## src/rtl/data_mem_arbiter.sv

```systemverilog
// Two-master (CPU / DMA) arbiter in front of the single DataMemory port.
// Optional build macro ARB_ROUND_ROBIN_EN: CPU->DMA hand-over on any DMA request.
module data_mem_arbiter #(
    parameter int unsigned DW        = 32,
    parameter int unsigned MAX_WAIT  = 4,
    parameter int unsigned MAX_BURST = 8
) (
    input  logic          InputClk,
    input  logic          rst,
    input  logic [DW-1:0] cpu_addr,
    input  logic [DW-1:0] cpu_wdata,
    input  logic [2:0]    cpu_ctrl,
    output logic [DW-1:0] cpu_rdata,
    output logic          cpu_ack,
    output logic          cpu_stall,
    input  logic [DW-1:0] dma_addr,
    input  logic [DW-1:0] dma_wdata,
    input  logic [2:0]    dma_ctrl,
    input  logic          dma_lock,
    output logic [DW-1:0] dma_rdata,
    output logic          dma_ack,
    output logic          owner,
    output logic [DW-1:0] AddressBus,
    output logic [DW-1:0] DataBusOut,
    output logic [2:0]    ControlBus,
    input  logic [DW-1:0] DataBusIn
);

    localparam int unsigned WAIT_W  = $clog2(MAX_WAIT + 1);
    localparam int unsigned BURST_W = $clog2(MAX_BURST + 1);

    typedef enum logic {
        OWN_CPU = 1'b0,
        OWN_DMA = 1'b1
    } owner_t;

    owner_t               owner_q, owner_d;
    logic [WAIT_W-1:0]    dma_wait_q, dma_wait_d;
    logic [BURST_W-1:0]   burst_q, burst_d;

    logic                 cpu_req, dma_req, dma_own;
    logic [2:0]           sel_ctrl;
    logic                 sel_req;
    logic                 unused_ctrl_bits;

    assign cpu_req = cpu_ctrl[1] | cpu_ctrl[2];
    assign dma_req = dma_ctrl[1] | dma_ctrl[2];
    assign dma_own = (owner_q == OWN_DMA);
    assign unused_ctrl_bits = cpu_ctrl[0] ^ dma_ctrl[0];

    // Grant and counter registers
    always_ff @(posedge InputClk or negedge rst) begin
        if (!rst) begin
            owner_q    <= OWN_CPU;
            dma_wait_q <= '0;
            burst_q    <= '0;
        end else begin
            owner_q    <= owner_d;
            dma_wait_q <= dma_wait_d;
            burst_q    <= burst_d;
        end
    end

    // Next owner: parking grant, starvation bound for DMA, lock-bounded DMA bursts
    always_comb begin
        owner_d    = owner_q;
        dma_wait_d = dma_wait_q;
        burst_d    = burst_q;

        if (owner_q == OWN_CPU) begin
`ifdef ARB_ROUND_ROBIN_EN
            if (dma_req) owner_d = OWN_DMA;
`else
            if (dma_req && (!cpu_req || dma_wait_q >= WAIT_W'(MAX_WAIT - 1))) owner_d = OWN_DMA;
`endif
        end else begin
            if (cpu_req && !(dma_req && dma_lock && burst_q < BURST_W'(MAX_BURST - 1)))
                owner_d = OWN_CPU;
        end

        if (owner_q == OWN_CPU && owner_d == OWN_DMA) begin
            dma_wait_d = '0;
            burst_d    = '0;
        end else begin
            if (owner_q == OWN_CPU && dma_req && dma_wait_q < WAIT_W'(MAX_WAIT))
                dma_wait_d = dma_wait_q + WAIT_W'(1);
            if (owner_q == OWN_DMA && dma_req && burst_q < BURST_W'(MAX_BURST))
                burst_d = burst_q + BURST_W'(1);
        end

`ifdef ARB_ROUND_ROBIN_EN
        dma_wait_d = '0;
`endif
    end

`ifdef ARB_ROUND_ROBIN_EN
    logic unused_wait;
    assign unused_wait = |dma_wait_q;
`endif

    // Bus mux follows the registered owner; write wins over read on ControlBus
    always_comb begin
        if (dma_own) begin
            AddressBus = dma_addr;
            DataBusOut = dma_wdata;
            sel_ctrl   = dma_ctrl;
            sel_req    = dma_req;
            cpu_rdata  = '0;
            dma_rdata  = DataBusIn;
        end else begin
            AddressBus = cpu_addr;
            DataBusOut = cpu_wdata;
            sel_ctrl   = cpu_ctrl;
            sel_req    = cpu_req;
            cpu_rdata  = DataBusIn;
            dma_rdata  = '0;
        end
        ControlBus = (rst && sel_req) ? {sel_ctrl[2], sel_ctrl[1] & ~sel_ctrl[2], 1'b0} : 3'b000;
    end

    assign owner     = dma_own;
    assign cpu_ack   = rst & cpu_req & ~dma_own;
    assign dma_ack   = rst & dma_req & dma_own;
    assign cpu_stall = rst & cpu_req & dma_own;

endmodule

```

## config.mk

```make
export PLATFORM = sky130hd
export DESIGN_NAME = data_mem_arbiter
export DESIGN_NICKNAME = d
export VERILOG_FILES = /design/src/rtl/data_mem_arbiter.sv
export SDC_FILE = /design/constraint.sdc
export NUM_CORES = 1
export LEC_CHECK = 0
export ABC_AREA = 1
export CAP_MARGIN = 25
export CORE_AREA = 4 4 117 119
export DETAILED_ROUTE_END_ITERATION = 7
export DIE_AREA = 0 0 121 123
export GPL_ROUTABILITY_DRIVEN = 0
export PLACE_DENSITY = 0.63
export RECOVER_POWER = 100
export SYNTH_ARGS = -nofsm -noshare
export SYNTH_HDL_FRONTEND = slang
export SYNTH_SLANG_ARGS = --single-unit
```

## constraint.sdc

```tcl
create_clock -name InputClk -period 2.5 [get_ports InputClk]
set_clock_uncertainty 0.1 [all_clocks]
set_input_delay 0.75 -clock InputClk [delete_from_list [all_inputs] [get_ports InputClk]]
set_output_delay 0.75 -clock InputClk [all_outputs]
set_load 0.02 [all_outputs]
```

==> key figures, run 1 <==
Power
  • PD cells: 898 nW/µm²
  • Worst VDD drop: 0.000529 V
  • Final total power: 4.31 mW
  • Lkg Pwr: roughly 2.8 nW

Place
  • Pre-CTS setup slack: -0.703 ns
  • I/O Buffers: 300
  • DP HPWL: 9410 µm

Drt
  • Drt total wl: 11100 µm
  • Router iterations before antenna repair: 4
  • DRC: 0
  • Avg WL per Cell: 12.3 µm
  • Routed vias: 3350
  • Post-route ant nets: 0
  • Routed vias/inst: 3.71
  • Initial DRC count: 149

Floorplan
  • Die W: 121 µm
  • Boundary Pins: 304
  • Core area: 12600 µm²
  • Starting Density: 0.148
  • Die Y: 123 µm
  • # rows: 41
  • Die area: 14900 µm²

Yosys
  • Synth cell count leaders: 247 x nand2_1, 79 x inv_1, 44 x nor2_1, 20 x buf_2, 9 x nand3_1
  • Largest family of logic cells by synthesized area: simple AND/OR/NAND/NOR gates
  • Largest cells by area after synthesis: nand2_1 50%, inv_1 16%, dfrtp_1 11%
  • Synth Cell Area: approximately 1900 µm²
  • Post-synth EDFFs: 0
  • Cells after Synth: 425
  • Syn_area_per_cell: 4.37 µm²
  • Synthesized flop and latch total: 8
  • Post-synth net total: 597
  • YS warnings: 0
  • Post-synthesis mux area share: 0
  • Synth Area in Compound Gates: 0.0135
  • Async SR Flop Fraction: 1.00
  • Most numerous cell in the Yosys netlist: nand2_1
  • Post-Synth Simple-Gate Area: 0.631
  • Top_reg_cell synth: dfrtp_1
  • Adder-Cell Fraction of Synth Area: 0.0202
  • Synth unique cells: 18
  • Post-Synth XOR/XNOR Area: 0
  • Sequential-to-total area share from yosys stat: 0.108
  • Area share of the largest cell type after synthesis: 0.499
  • Cell taking the most area after synthesis: nand2_1

Critical path
  • Crit start category: primary input
  • CP Capture Point: dma_rdata[5]
  • CP Max Fanout: 2
  • Worst R2R End: burst_q[2]
  • Worst R2R Start: dma_wait_q[0]
  • Flop2flop setup slack: 0.94 ns
  • CP Launch Point: DataBusIn[5]
  • Crit path DAT: 1.63 ns
  • Critical Path End Type: output port
  • Reg2reg path depth: 7
  • Worst endpoint required time: 1.65 ns
  • Classification of the worst setup path: in -> out

STA
  • Final Max Tran Viols: 0
  • Period minus WS final: 2.48 ns
  • Final hold violations: 0
  • RSZ-0062 raised after global routing: false
  • Period Utilization, post-route: 0.992
  • Final WS setup: 0.0203 ns
  • Final setup fails: 0
  • Fmax: 0.403 GHz

Clock network
  • Number of CTS-inserted buffers: 3
  • Maximum root-to-sink buffer count: 2
  • H-tree Lvls: 1
  • TritonCTS Sinks: 8
  • CTS tree: yes
  • Clk pin slew, worst setup/hold paths: 0.04 ns
  • Worst-Skew Late Latency: 0.23 ns
  • Root Buffer: clkbuf_16

GRT
  • Tot GR Track Use: 0.132
  • Initial antenna violation count: 0
  • Grt ovf: 0
  • Number of global-route vias before repair: 3156
  • Largest net degree at the start of global routing: 33
  • First-pass GRT wire length: 15900 µm

Min path
  • Min-delay worst type: reg -> reg
  • Hold depth: 2

Job
  • Max_cap viols: 0

Layout
  • Layout cell share with drive strength beyond 1: 0.151
  • Fillers: approximately 1400
  • Area grow syn2layout: 159%
  • Nets@finish: 903
  • N_diodes: 0

Run status
  • Outcome: completed
-- placed cells by master, fill, tap and decap left out, types with 4 or more instances in the layout --
master	Yosys	layout
dlygate4sd3_1	0	4
nand3_1	9	9
dfrtp_1	8	7
nand2_1	247	246
nor2_1	44	42
buf_12	0	4
clkdlybuf4s50_1	0	157
clkbuf_1	1	47
inv_1	79	77
clkdlybuf4s15_1	0	18
buf_4	2	16
clkdlybuf4s15_2	0	20
clkbuf_2	0	51
-- registers in the layout, summed over array words and instances, names as in the netlist --
| signal | count |
|---|---|
| burst_q | 4 |
| dma_wait_q | 3 |
| owner | 1 |
-- timing repair --
| action | CTS | global route |
|---|---|---|
| pin swaps | 4 | 2 |
| resized for setup | 319 | 128 |
| hold buffers | 0 | 0 |
| cloned | 1 | 0 |
| setup buffers | 2 | 0 |
| endpoints found under the setup margin | 133 | 108 |
-- worst min-delay path by stage --
stage | start | end | slack [ns]
after floorplan | rst | burst_q[0] | 0.35
after global placement | dma_wait_q[1] | dma_wait_q[1] | 0.41
after detailed placement | dma_wait_q[1] | dma_wait_q[1] | 0.41
after CTS | dma_wait_q[1] | dma_wait_q[1] | 0.42
after global routing | dma_wait_q[1] | dma_wait_q[1] | 0.48
final | dma_wait_q[1] | dma_wait_q[1] | 0.42
-- metrics by stage --
stage | area, µm² | std cells | hold slack [ns] | TNS, ns | utilization
2_1_floorplan | 1860 | 425 | 0.354 | 0 | -
3_3_place_gp | 5160 | 895 | 0.412 | -40.43 | 0.411
3_5_place_dp | 5160 | 895 | 0.414 | -40.56 | 0.411
4_1_cts | 5330 | 902 | 0.423 | 0 | 0.424
5_1_grt | 4800 | 902 | 0.478 | 0 | 0.382
6_report | 4800 | 902 | 0.424 | 0 | 0.382
-- layout make-up --
class / instances / area, µm² / area share
tap: 172 / 215 / 0.0448
inverter: 80 / 303 / 0.0630
timing repair buffer: 324 / 2740 / 0.570
clock buffer: 4 / 78.8 / 0.0164
sequential: 8 / 204 / 0.0425
multi-input combinational: 314 / 1270 / 0.264
-- power breakdown --
part / switching (mW) / total (mW) / internal, mW / leakage (nW)
clock: 0.0668 / 0.280 / 0.213 / 0.0382
combinational: 2.36 / 3.80 / 1.44 / 2.61
sequential: 0.0454 / 0.231 / 0.186 / 0.103
total: 2.47 / 4.31 / 1.84 / 2.75
-- logic make-up after synthesis --
logic type                 Yosys count
other                                1
adders and majority gates            3
and+or+nand+nor                    305
AOI/OAI and AO/OA                    5
DFF                                  8
buffers and inverters              103
-- layer usage --
metal	up-vias	wire (µm)	track usage
li1	1809	-	-
met1	1403	4260	0.155
met2	130	5750	0.248
met3	8	938	0.0297
met4	0	110	0.0198
met5	-	0	0
-- critical path, cell delays in order --
cell and delay (ns):
clkdlybuf4s50_1 0.51, nand2_1 0.07, inv_1 0.05, clkdlybuf4s15_2 0.25
(Power assumes the default switching activity.)
==> run 2: changes to the inputs <==
PLACE_DENSITY = 0.58   (was 0.63)
==> key figures, run 2 (synthesized netlist as in run 1, its figures left out) <==
Critical path
  • CP Max Fanout: 1 (was 2)
  • Critical Path, Cell by Cell: clkdlybuf4s50_1 -> nand2_1 -> nand2_1 -> clkdlybuf4s15_2 (was clkdlybuf4s50_1 -> nand2_1 -> inv_1 -> clkdlybuf4s15_2)
  • Worst R2R Start: dma_wait_q[0] (unchanged)
  • Critical Path End Type: output port (unchanged)
  • Max stage delay cell, worst path: clkdlybuf4s50_1 (unchanged)
  • Classification of the worst setup path: in -> out (unchanged)
  • Worst endpoint required time: 1.65 ns (about the same)
  • Crit start category: primary input (unchanged)
  • CP Launch Point: dma_wdata[8] (was DataBusIn[5])
  • Family with the most delay on the worst path: buffers and inverters (unchanged)
  • Cell mode on critical path: nand2_1
  • Crit path DAT: 1.64 ns (was 1.63 ns)
  • Worst Path Buf+Inv: 2 (was 3)
  • Slowest cell delay on critical path: 0.46 ns (was 0.51 ns)

Floorplan
  • Die W: 121 µm (unchanged)
  • # rows: 41 (unchanged)
  • Boundary Pins: 304 (unchanged)
  • Starting Density: 0.148 (unchanged)
  • Die Y: 123 µm (unchanged)
  • Die area: 14900 µm² (unchanged)
  • Core area: 12600 µm² (unchanged)

GRT
  • Initial antenna violation count: 0 (unchanged)
  • Largest net degree at the start of global routing: 82 (was 33)
  • Number of global-route vias before repair: 3273 (was 3156)
  • First-pass GRT wire length: 16300 µm (was 15900 µm)
  • Grt ovf: 0 (unchanged)
  • Tot GR Track Use: 0.134 (was 0.132)

Clock network
  • CTS tree: yes (unchanged)
  • Root Buffer: clkbuf_16 (unchanged)
  • Maximum root-to-sink buffer count: 2 (unchanged)
  • Worst-Skew Late Latency: 0.23 ns (about the same)
  • H-tree Lvls: 1 (unchanged)
  • Number of CTS-inserted buffers: 3 (unchanged)
  • Clk pin slew, worst setup/hold paths: 0.04 ns (about the same)
  • TritonCTS Sinks: 8 (unchanged)

Layout
  • N_diodes: 0 (unchanged)
  • Final instance area: 4710 µm² (was 4800 µm²)
  • Largest Register: burst_q (unchanged)
  • Final std cells w/o fill: 894 (was 902)
  • Fin util: 0.375 (was 0.382)
  • Commonest non-fill, non-tap cells in the layout: 246 x nand2_1, 159 x clkdlybuf4s50_1, 77 x inv_1 (was 246 x nand2_1, 157 x clkdlybuf4s50_1, 77 x inv_1)
  • Commonest non-fill, non-tap cell in the layout: nand2_1 (unchanged)
  • Layout cell share with drive strength beyond 1: 0.169 (was 0.151)
  • Max FFs per register: 4 (unchanged)
  • Nets@finish: 895 (was 903)
  • Area grow syn2layout: 154% (was 159%)

Drt
  • DRC: 0 (unchanged)
  • Post-route ant nets: 0 (unchanged)
  • Initial DRC count: 140 (was 149)
  • Routed vias: 3363 (was 3350)
  • Drt total wl: 11600 µm (was 11100 µm)
  • Routed vias/inst: 3.76 (was 3.71)
  • Avg WL per Cell: 13.0 µm (was 12.3 µm)
  • Router iterations before antenna repair: 6 (was 4)

Job
  • Max_cap viols: 0 (unchanged)

Place
  • Placed Cells: 888 (was 895)
  • I/O Buffers: 300 (unchanged)
  • DP HPWL: 9870 µm (was 9410 µm)
  • Cell Area, Placed: 5110 µm² (was 5160 µm²)

STA
  • RSZ-0062 raised after global routing: false (unchanged)
  • Final setup fails: 0 (unchanged)
  • Final Max Tran Viols: 0 (unchanged)
  • Period minus WS final: 2.49 ns (was 2.48 ns)
  • Final TNS setup: 0 ns (unchanged)
  • Final hold violations: 0 (unchanged)
  • Period Utilization, post-route: 0.996 (was 0.992)
  • Fmax: 0.402 GHz (was 0.403 GHz)

Min path
  • Min-delay worst type: reg -> reg (unchanged)
  • Hold Path Origin: burst_q[1] (was dma_wait_q[1])

Power
  • Worst VDD drop: 0.000441 V (was 0.000529 V)
  • Lkg Pwr: 2.71 nW (was 2.75 nW)
  • Final total power: 4.15 mW (was 4.31 mW)
  • PD cells: 880 nW/µm² (was 898 nW/µm²)

Run status
  • Outcome: completed (unchanged)
## run 2: layout make-up
cell class              count  area [µm²]
fillers                  1450        7850
clock buffers               4        78.8
repair buffers            316        2660
multi-input cells         314        1260
well taps                 172         215
inverters                  80         300
flip-flops and latches      8         204
## run 2: what timing repair did
item / 4_1_cts / 5_1_grt
hold buffers: 0 / 0
setup endpoints to repair: 134 / 99
pin swaps: 5 / 3
hold endpoints to repair: 0 / 0
resized for setup: 359 / 110
setup buffers: 1 / 1
## run 2: report_power, final
group	switching [mW]	leakage [nW]	total, mW	internal (mW)
clock	0.0683	0.0382	0.281	0.213
combinational	2.31	2.57	3.61	1.30
sequential	0.0685	0.103	0.255	0.186
## run 2: final timing paths
path | end | slack (ns) | cells after the start
max in group asynchronous | owner | 1.34 | 2
hold / removal | burst_q[1] | 0.44 | 2
setup reg to reg | burst_q[2] | 0.91 | 7
hold reg to reg | burst_q[1] | 0.44 | 2
setup / recovery | DataBusOut[8] | 0.01 | 4
min in group asynchronous | owner | 0.60 | 2
## run 2: per-layer routing
metal,GRT usage,wire length (µm)
met1,0.147,4400
met2,0.263,6120
met3,0.0306,822
met4,0.0283,231
met5,0,0
## run 2: metrics by stage
stage	setup slack (ns)	hold slack, ns
floorplan	0.0667	0.354
global route	0.000108	0.473
detailed placement	-0.683	0.433
finish	0.0103	0.445
global placement	-0.638	0.397
CTS	0.000657	0.443
## run 2: worst min-delay path: stages (launching register included)
cell and delay [ns]:
dfrtp_1 0.36, nand3_1 0.09, nand2_1 0.06
